`src/rtl/alu_seq.sv`:
```
// rtl/alu_seq.sv - registered WIDTH-bit ALU with shift-add multiply, status flags and valid/ready handshakes
//
// Ports:
//   clk, rst_n             clock, asynchronous active-low reset
//   in_valid/in_ready      request handshake; opcode, a, b sampled on accept
//   out_valid/out_ready    result handshake; results and flags held until transfer
//   res_lo, res_hi         2*WIDTH-bit result, high half 0 for single-width ops
//   flag_zero/carry/err    result zero, ADD carry or SUB borrow, illegal opcode
module alu_seq #(
  parameter int WIDTH = 8
) (
  input  logic             clk,
  input  logic             rst_n,
  input  logic             in_valid,
  output logic             in_ready,
  input  logic [4:0]       opcode,
  input  logic [WIDTH-1:0] a,
  input  logic [WIDTH-1:0] b,
  output logic             out_valid,
  input  logic             out_ready,
  output logic [WIDTH-1:0] res_lo,
  output logic [WIDTH-1:0] res_hi,
  output logic             flag_zero,
  output logic             flag_carry,
  output logic             flag_err
);

  localparam int W2 = 2 * WIDTH;
  localparam int CW = $clog2(WIDTH);
  localparam logic [WIDTH-2:0] ZP = '0;
  localparam logic [WIDTH-1:0] ZW = '0;

  typedef enum logic {IDLE, MUL} state_t;

  state_t           state_q, state_d;
  logic             out_valid_q, out_valid_d;
  logic [W2-1:0]    res_q, res_d;
  logic             zero_q, zero_d;
  logic             carry_q, carry_d;
  logic             err_q, err_d;
  logic [W2-1:0]    mcand_q, mcand_d;
  logic [WIDTH-1:0] mplier_q, mplier_d;
  logic [W2-1:0]    acc_q, acc_d;
  logic [CW-1:0]    cnt_q, cnt_d;

  logic [WIDTH-1:0] alu_lo, alu_hi;
  logic             alu_carry, alu_err;
  logic [W2-1:0]    acc_next;
  logic             accept, out_fire;

  // rst_n is folded in so nothing is accepted while reset is held.
  assign in_ready = rst_n && (state_q == IDLE) && (!out_valid_q || out_ready);
  assign accept   = in_valid && in_ready;
  assign out_fire = out_valid_q && out_ready;

  assign out_valid  = out_valid_q;
  assign res_lo     = res_q[WIDTH-1:0];
  assign res_hi     = res_q[W2-1:WIDTH];
  assign flag_zero  = zero_q;
  assign flag_carry = carry_q;
  assign flag_err   = err_q;

  // Single-cycle operations; MUL (16) is handled by the FSM.
  always_comb begin
    alu_lo    = '0;
    alu_hi    = '0;
    alu_carry = 1'b0;
    alu_err   = 1'b0;
    case (opcode)
      5'd0:  alu_lo = {ZP, |a};
      5'd1:  alu_lo = {ZP, ^a};
      5'd2:  alu_lo = {ZP, &a};
      5'd3:  alu_lo = {ZP, a == ZW};
      5'd4:  alu_lo = ~a;
      5'd5:  alu_lo = {ZP, b == ZW};
      5'd6:  alu_lo = ~b;
      5'd7:  alu_lo = {ZP, &b};
      5'd8:  alu_lo = a & b;
      5'd9:  alu_lo = a | b;
      5'd10: alu_lo = a ^ b;
      5'd11: alu_lo = {ZP, a > b};
      5'd12: alu_lo = {ZP, a < b};
      5'd13: alu_lo = {ZP, a == b};
      5'd14: begin
        {alu_hi, alu_lo} = {ZW, a} + {ZW, b};
        alu_carry        = alu_hi[0];
      end
      5'd15: begin
        // Double-width subtract: a borrow sign-fills the high half.
        {alu_hi, alu_lo} = {ZW, a} - {ZW, b};
        alu_carry        = a < b;
      end
      5'd16: ;
      default: alu_err = 1'b1;
    endcase
  end

  assign acc_next = acc_q + (mplier_q[0] ? mcand_q : '0);

  always_comb begin
    state_d     = state_q;
    out_valid_d = out_valid_q;
    res_d       = res_q;
    zero_d      = zero_q;
    carry_d     = carry_q;
    err_d       = err_q;
    mcand_d     = mcand_q;
    mplier_d    = mplier_q;
    acc_d       = acc_q;
    cnt_d       = cnt_q;
    case (state_q)
      IDLE: begin
        if (accept) begin
          if (opcode == 5'd16) begin
            mcand_d     = {ZW, a};
            mplier_d    = b;
            acc_d       = '0;
            cnt_d       = '0;
            out_valid_d = 1'b0;
            state_d     = MUL;
          end else begin
            res_d       = {alu_hi, alu_lo};
            zero_d      = ({alu_hi, alu_lo} == '0);
            carry_d     = alu_carry;
            err_d       = alu_err;
            out_valid_d = 1'b1;
          end
        end else if (out_fire) begin
          out_valid_d = 1'b0;
        end
      end
      MUL: begin
        acc_d    = acc_next;
        mcand_d  = mcand_q << 1;
        mplier_d = mplier_q >> 1;
        cnt_d    = cnt_q + 1'b1;
        if (cnt_q == CW'(WIDTH - 1)) begin
          res_d       = acc_next;
          zero_d      = (acc_next == '0);
          carry_d     = 1'b0;
          err_d       = 1'b0;
          out_valid_d = 1'b1;
          state_d     = IDLE;
        end
      end
      default: state_d = IDLE;
    endcase
  end

  always_ff @(posedge clk or negedge rst_n) begin
    if (!rst_n) begin
      state_q     <= IDLE;
      out_valid_q <= 1'b0;
      res_q       <= '0;
      zero_q      <= 1'b0;
      carry_q     <= 1'b0;
      err_q       <= 1'b0;
      mcand_q     <= '0;
      mplier_q    <= '0;
      acc_q       <= '0;
      cnt_q       <= '0;
    end else begin
      state_q     <= state_d;
      out_valid_q <= out_valid_d;
      res_q       <= res_d;
      zero_q      <= zero_d;
      carry_q     <= carry_d;
      err_q       <= err_d;
      mcand_q     <= mcand_d;
      mplier_q    <= mplier_d;
      acc_q       <= acc_d;
      cnt_q       <= cnt_d;
    end
  end

endmodule
```
`config.mk`:
```
export PLATFORM = sky130hd
export DESIGN_NAME = alu_seq
export DESIGN_NICKNAME = d
export VERILOG_FILES = /design/src/rtl/alu_seq.sv
export SDC_FILE = /design/constraint.sdc
export NUM_CORES = 1
export LEC_CHECK = 0
export CAP_MARGIN = 20
export CORE_ASPECT_RATIO = 1.1
export CORE_MARGIN = 10
export CORE_UTILIZATION = 50
export DETAILED_ROUTE_END_ITERATION = 10
export GPL_TIMING_DRIVEN = 1
export HOLD_SLACK_MARGIN = 0.1
export MAX_ROUTING_LAYER = met4
export PLACE_DENSITY_LB_ADDON = 0.25
export SLEW_MARGIN = 20
export SYNTH_ARGS = -nofsm -noshare
export SYNTH_HDL_FRONTEND = slang
export SYNTH_SLANG_ARGS = --single-unit
```
`constraint.sdc`:
```
create_clock -name clk -period 3.2 [get_ports clk]
set_input_delay 0.64 -clock clk [delete_from_list [all_inputs] [get_ports clk]]
set_output_delay 0.64 -clock clk [all_outputs]
set_load 0.02 [all_outputs]
```
# Yosys cells after proc, flatten, opt, wreduce, memory -nomap -nowiden
# Cells that the tools add are included.
# Widths: inputs -> output; s select.
totals:
  out_inout_bits: 21
  wordCells: 105
  reg_bits: 64
  in_bits: 25
op_classes:
  eq_ne: 23
  n_bitwise: 6
  reduce_logical: 19
  add_sub_neg: 4
  muxes: 41
  order_cmp: 2
op_table:
  columns: ["cell", "count"]
  rows:
  - ["$mux 16", 8]
  - ["$pmux 8 s16", 1]
  - ["$pmux 16 s2", 3]
  - ["$eq 5x4->1 const B", 8]
  - ["$logic_not 16->1", 2]
  - ["$pmux 8 s2", 2]
  - ["$eq 5x3->1 const B", 4]
  - ["$add 16x16->16", 1]
  - ["$logic_not 8->1", 2]
  - ["$mux 1", 16]
  - ["$mux 8", 2]
  - ["$not 8->8", 2]
  - ["$reduce_and 8->1", 2]
  - ["$reduce_or 16->1", 1]
  - ["$pmux 1 s2", 6]
  - ["$eq 5x2->1 const B", 2]
  - ["$add 8x8->9", 1]
  - ["$sub 8x8->9", 1]
  - ["$and 8x8->8", 1]
  - ["$eq 8x8->1", 1]
  - ["$gt 8x8->1", 1]
  - ["$lt 8x8->1", 1]
  - ["$or 8x8->8", 1]
  - ["$reduce_or 8->1", 1]
  - ["other kinds (18)", 25]

# Depth between registers and ports, before layout
# Gate-level depths: netlist (run 1).
depth:
  ltp_word: 6
  mapped_depth: 11
  mapped_depth_nobuf: 11

# Worst setup path after synthesis (run 1)
# OpenSTA, ideal clock, no wires.
synth_timing:
  kind: "input-to-reg"
  startpoint: "input a[0]"
  endpoint: "register zero_q, in the netlist flag_zero"
  required_ns: 3.131
  arrival_ns: 2.969
  slack_ns: 0.162
  cell_stages: 11
  setup_time_ns: 0.069
  path_buffers: 0
  cell_sequence: "inv_1 > ha_1 > fa_1 > o21bai_1 > a21oi_1 > a221o_1 > a21o_1 > nor4_2 > o211ai_1 > or4_1 > nand3_1"
synth_between:
  elab_chain_cells: 6
  word_cells_on_any_way: 19
  cone_classes: "add/sub: 2; order compare: 2; eq/ne: 1; mux: 5; bitwise: 4; reduce/logical: 5"
synth_lines:
  columns: ["element", "line_no", "source"]
  rows:
  - ["from (decl)", "17", "input logic [WIDTH-1:0] a,"]
  - ["$sub 8x8->9, or another cell as far along", "90", "{alu_hi, alu_lo} = {ZW, a} - {ZW, b};"]
  - ["$pmux 8 s16 / $pmux 8 s2 (equally long branches)", "69", "case (opcode)"]
  - ["$logic_not 16->1 (*)", "123", "zero_d = ({alu_hi, alu_lo} == '0);"]
  - ["$mux 1 (*)", "114", "if (opcode == 5'd16) begin"]
  - ["$mux 1 (*)", "113", "if (accept) begin"]
  - ["$pmux 1 s2 (*)", "111", "case (state_q)"]
  - ["to (signal assigned)", "166", "zero_q <= zero_d;"]
  - ["to (decl)", "38", "logic zero_q, zero_d;"]
# Every way passes the cells marked *; elsewhere a longest branch is shown, timed or not. The select of a mux whose other input is x is not followed.
# A chain may end at the register's enable or synchronous reset.

# Worst setup path after layout (run 1)
layout_timing:
  startpoint: "input a[2]"
  endpoint: "register zero_q, in the netlist flag_zero"
# Same word-level chain as after synthesis.

==> impl_metrics.toml, run 1 <==
[critical_path]
cp_cell_sequence = "clkdlybuf4s50_1, inv_1, ha_4, buf_4, inv_2, o21bai_1, a221o_1, a211o_1, nor4_2, o211ai_1, or4_1, nand3_1"
path_buf_inv = 4
setup.worst_path.class = "input port to register"
startpoint_type = "input port"
crit_family = "compound AO/OA/AOI/OAI gates"
cp_max_fo = 4
required_ns = 3.49
crit_arrival_ns = 3.40
cpPeakStageDelay_ns = 0.47
crit_slowest_cell = "clkdlybuf4s50_1"
cp-end-kind = "register"

[logic_synthesis]
syn-num-nets = 707
synth_area_leaders = "dfrtp_1 31%, ha_1 12%, nand2_1 7.4%, o21ai_0 5.4%, a21oi_1 4.0%"
synthCells = 629
yosys.area.top_type = "dfrtp_1"
synthFlopType = "dfrtp_1"
synth_top_cell_area_share = 0.311
async_flop_share = 1.00
yosysUniqueCellTypes = 66
synth_enable_flop_cells = 0
ys_seq_area_frac = 0.311
ys_ff_latch = 64
yosys_warnings = 0
postSynthAreaPerCell_um2 = 8.19
synth_area_um2 = 5150

[cts]
cts.path.max_buffers = 2
cts_made_buffers = 9
worstSkewPairLatency_ns = 0.35
h-tree-depth = 3
clockRootBuffer = "clkbuf_8"
cts.sinks = 64
clkSlewWorstSetupHoldPaths_ns = 0.07
cts_hold_buffers = 0
cts_tree = "yes"

[layout]
nets = 849
antenna_cells = 0
mostFrequentLayoutCell = "buf_4"
area_growth_pct = 32.4
finish.instance_area_um2 = 6820
drive_above_1_share = 0.216
layout_common_cells = "113 x buf_4, 101 x nand2_1, 63 x dfrtp_1, 55 x o21ai_0"
fillers = 855

[sta]
finalCriticalPeriod_ns = 3.11
period_share = 0.972
fin_skew_ns = 0.00639
max_freq_ghz = 0.321
hold_violations = 0
slew_violations = 0
rsz0062_at_grt = "false"
worstMarginPinSlew_ns = 0.803
setup_viol = 0
relSlewSlack = 0.464
hold-worst-slack_ns = 0.489
setup-tns-final_ns = 0

[floorplanning]
start_util = 0.516
ios = 46
core_area_um2 = 9980
die_w_um = 117
rows = 38
die-area_um2 = 14800
die_h_um = 126

[placed_design]
numPortBuffers = 45
placed_area_um2 = 6480
place_congestion = 0.972
dp_hpwl_um = 13900

[pwr]
p_seq_frac = 0.335
intPower_mw = 2.38
clock_power_share = 0.174
ir_drop_mv = 0.438
p_comb_frac = 0.491
total_power_mw = 4.03
p_switching_mw = 1.65
switching_share = 0.410
p_leak_nw = 3.30
powerDensity_nw_per_um2 = 591

[outcome]
status = "finished clean"

[routing]
drt_pass1_iterations = 8
vias = 5261
via_per_inst = 5.87
dr.first_iter.drc_count = 431
avgRoutedWirePerCell_um = 19.2
drc_errors = 0
routed_wirelength_um = 17200
ant_nets = 0

[grt]
overflow = 0
grt_pass1_wl_um = 27500
antenna_found_initial = 0
grt_max_degree = 80
grt_pass1_vias = 5255
grtUsageTotal = 0.242

[flow_run]
cap_viol_max_count = 0

[min_path]
min_path_type = "register to register"
## per-stage QoR
stage / util / setup slack, ns / instances
finish: 0.683 / 0.0886 / 896
global route: 0.683 / 0.0110 / 896
CTS: 0.671 / 0.00888 / 894
global placement: 0.649 / -0.474 / 878
floorplan: - / 0.162 / 629
detailed placement: 0.649 / -0.515 / 878
## power groups by stage
stage	clock, mW	combinational, mW	sequential (mW)
after CTS	0.707	1.96	1.35
after floorplan	0	1.04	1.44
after detailed placement	0	1.95	1.36
after global routing	0.753	2.18	1.39
after global placement	0	1.89	1.34
final	0.702	1.98	1.35
## path summary, 6_finish.rpt
check                       startpoint          end  slack [ns]  cells past startpoint
setup / recovery                  a[2]    flag_zero        0.09                     12
hold / removal             mplier_q[5]  mplier_q[4]        0.49                      2
setup reg to reg           mplier_q[0]    flag_zero        0.30                     11
hold reg to reg            mplier_q[5]  mplier_q[4]        0.49                      2
max in group asynchronous        rst_n      state_q        2.13                      2
min in group asynchronous        rst_n     cnt_q[1]        0.51                      2
## sequential cells by signal, summed over array words and instances (netlist names)
signal,flops
res_q,16
mcand_q,16
flag_carry,1
cnt_q,3
flag_err,1
state_q,1
mplier_q,8
flag_zero,1
acc_q,16
out_valid,1
## kinds of logic after synthesis
| group | share of synthesized area |
|---|---|
| AOI/OAI and AO/OA | 0.205 |
| adders and majority gates | 0.133 |
| buffers and inverters | 0.0505 |
| DFF | 0.311 |
| muxes | 0.0432 |
| and+or+nand+nor | 0.226 |
| xor gates and xnor gates | 0.0306 |
## what timing repair did
action / 4_1_cts / 5_1_grt
endpoints found under the setup margin: 1 / 3
gates resized for setup: 4 / 25
buffers inserted: 0 / 2
pin swaps: 3 / 8
## tightest hold or removal path, delay by kind of cell, from the launching register on
kind | cells | cell delay, ns
flops | 1 | 0.35
compound gates | 1 | 0.06
simple gates | 1 | 0.05
## layout make-up
type                       count  area [µm²]  area share
sequential                    64        1600       0.235
inverter                      33         124      0.0182
clock inverter                 3        40.0     0.00587
timing repair buffer         160        1330       0.195
clock buffer                  13         159      0.0233
multi-input combinational    503        3410       0.500
tap                          120         150      0.0220
## metal layers
| layer | vias up | GRT usage | routed length [µm] |
|---|---|---|---|
| li1 | 2510 | - | - |
| met1 | 2525 | 0.269 | 6880 |
| met2 | 173 | 0.413 | 8880 |
| met3 | 53 | 0.0363 | 654 |
| met4 | 0 | 0.116 | 780 |
| met5 | - | - | 0 |
## cell usage after synthesis, drive strengths merged (3+ instances only)
cell type    n
nor3         9
ha          50
o22ai        6
a21oi       41
o21ai       57
buf         10
or3          4
mux2i       20
or2          4
o21bai       6
a211oi       6
fa           3
inv         33
clkbuf      19
xnor2       12
o21a         4
and3         3
a31o         3
o211ai       5
dfrtp       64
nand2      101
a21o         3
xor2         6
a211o        4
and2        18
nand4        9
a31oi        6
o221ai       6
nand2b      11
nor2        43
a221o        3
nand3       21
nor2b        4
Note: power is estimated with default switching activity, not from simulation.
==> run 2: changes to the inputs <==
--- a/config.mk
+++ b/config.mk
@@ -5,7 +5,7 @@
 export SDC_FILE = /design/constraint.sdc
 export NUM_CORES = 1
 export LEC_CHECK = 0
-export CAP_MARGIN = 20
+export CAP_MARGIN = 10
 export CORE_ASPECT_RATIO = 1.1
 export CORE_MARGIN = 10
 export CORE_UTILIZATION = 50
@@ -14,6 +14,7 @@
 export HOLD_SLACK_MARGIN = 0.1
 export MAX_ROUTING_LAYER = met4
 export PLACE_DENSITY_LB_ADDON = 0.25
+export SKIP_CTS_REPAIR_TIMING = 1
 export SLEW_MARGIN = 20
 export SYNTH_ARGS = -nofsm -noshare
 export SYNTH_HDL_FRONTEND = slang
==> impl_metrics.toml, run 2 (synthesis gave the netlist of run 1 again) <==
[pwr]
ir_drop_mv = 0.435
p_comb_frac = 0.491
p_switching_mw = 1.65
p_leak_nw = 3.31
switching_share = 0.410
clock_power_share = 0.174
p_seq_frac = 0.335
intPower_mw = 2.38
powerDensity_nw_per_um2 = 590
total_power_mw = 4.03

[critical_path]
crit_arrival_ns = 3.37
setup.worst_path.class = "input port to register"
cp_cell_sequence = "clkdlybuf4s50_1, inv_1, ha_4, buf_4, inv_2, o21bai_1, a221o_1, a211o_1, nor4_2, o211ai_1, or4_1, nand3_1"
rrSetupSlack_ns = 0.30
startpoint_type = "input port"
reg2reg_from = "mplier_q[0]"
cpPeakStageDelay_ns = 0.47
crit_slowest_cell = "clkdlybuf4s50_1"
cp-end-kind = "register"
cp_max_fo = 4
startpoint = "a[2]"
required_ns = 3.49

[routing]
drc_errors = 0
via_per_inst = 5.87
vias = 5261
ant_nets = 0
routed_wirelength_um = 17200
dr.first_iter.drc_count = 430
drt_pass1_iterations = 5
avgRoutedWirePerCell_um = 19.2

[layout]
mostFrequentLayoutCell = "buf_4"
fillers = 862
antenna_cells = 0
nets = 850
largestRegisters = "acc_q: 16 flops, mcand_q: 16 flops, res_q: 16 flops"
finish.instance_area_um2 = 6830
instances_no_fill = 897
final_core_util = 0.684
layout_common_cells = "114 x buf_4, 101 x nand2_1, 63 x dfrtp_1, 55 x o21ai_0, 44 x ha_1"
drive_above_1_share = 0.218
area_growth_pct = 32.6

[sta]
hold_violations = 0
rsz0062_at_grt = "false"
slew_violations = 0
finalCriticalPeriod_ns = 3.09
worstMarginPinSlew_ns = 0.800
hold-worst-slack_ns = 0.492
period_share = 0.965
max_freq_ghz = 0.324
setup_viol = 0
relSlewSlack = 0.467
fin_skew_ns = 0.00742

[floorplanning]
die_h_um = 126
start_util = 0.516
rows = 38
die_w_um = 117
ios = 46
die-area_um2 = 14800
core_area_um2 = 9980

[grt]
grtUsageTotal = 0.242
overflow = 0
grt_pass1_vias = 5240
grt_max_degree = 80
antenna_found_initial = 0
grt_pass1_wl_um = 27500

[placed_design]
numPortBuffers = 45
dp.cells = 878
dp_hpwl_um = 13900
placed_area_um2 = 6480
place_congestion = 0.972

[flow_run]
cap_viol_max_count = 0

[cts]
worstSkewPairLatency_ns = 0.35
clockRootBuffer = "clkbuf_8"
cts.sinks = 64
cts_made_buffers = 9
clkSlewWorstSetupHoldPaths_ns = 0.07
cts.path.max_buffers = 2
cts_tree = "yes"
h-tree-depth = 3

[outcome]
status = "finished clean"

[min_path]
hp-start = "mplier_q[5]"
min_path_type = "register to register"
run 2: cell count changes in the layout (fill, tap and decap cells not counted):
cell / change
ha_1: +1
nor4_2: +1
buf_4: +1
nor4_1: -1
ha_2: -1
run 2: area by class of cell:
class	count	area [µm²]	share of cell area
tap	120	150	0.0220
sequential	64	1600	0.235
multi-input combinational	503	3420	0.500
timing repair buffer	161	1340	0.196
inverter	33	124	0.0181
clock buffer	13	159	0.0233
clock inverter	3	40.0	0.00586
run 2: worst paths after layout:
kind                                to  depth (start not counted)
max                          flag_zero                         12
min in group asynchronous     cnt_q[1]                          2
min                        mplier_q[4]                          2
min reg2reg                mplier_q[4]                          2
max reg2reg                  flag_zero                         11
max in group asynchronous      state_q                          2
run 2: routing by layer:
metal | routed length, µm | GRT usage | part of all wire | up-vias
met5 | 0 | - | 0 | -
met4 | 782 | 0.113 | 0.045 | 0
met3 | 737 | 0.0344 | 0.043 | 53
met2 | 8890 | 0.414 | 0.52 | 192
met1 | 6840 | 0.272 | 0.40 | 2502
li1 | - | - | - | 2514
run 2: power by group through the flow:
stage	sequential, mW	combinational (mW)	clock, mW
final	1.35	1.98	0.701
after global routing	1.39	2.18	0.753
after CTS	1.35	1.96	0.707
after floorplan	1.44	1.04	0
after detailed placement	1.36	1.95	0
after global placement	1.34	1.89	0
run 2: worst max-delay path: cells and delay by family:
| family | cells | cell delay, ns |
|---|---|---|
| buffers and inverters | 4 | 0.79 |
| adder cells (fa/ha/maj) | 1 | 0.25 |
| AO/OA/AOI/OAI | 4 | 0.85 |
| AND/OR/NAND/NOR | 3 | 0.83 |
run 2: through the flow:
stage	setup TNS (ns)	setup slack, ns
after floorplan	0	0.162
after global placement	-1.69	-0.474
after detailed placement	-2.07	-0.515
after CTS	-0.153	-0.153
after global routing	0	0.00520
final	0	0.112
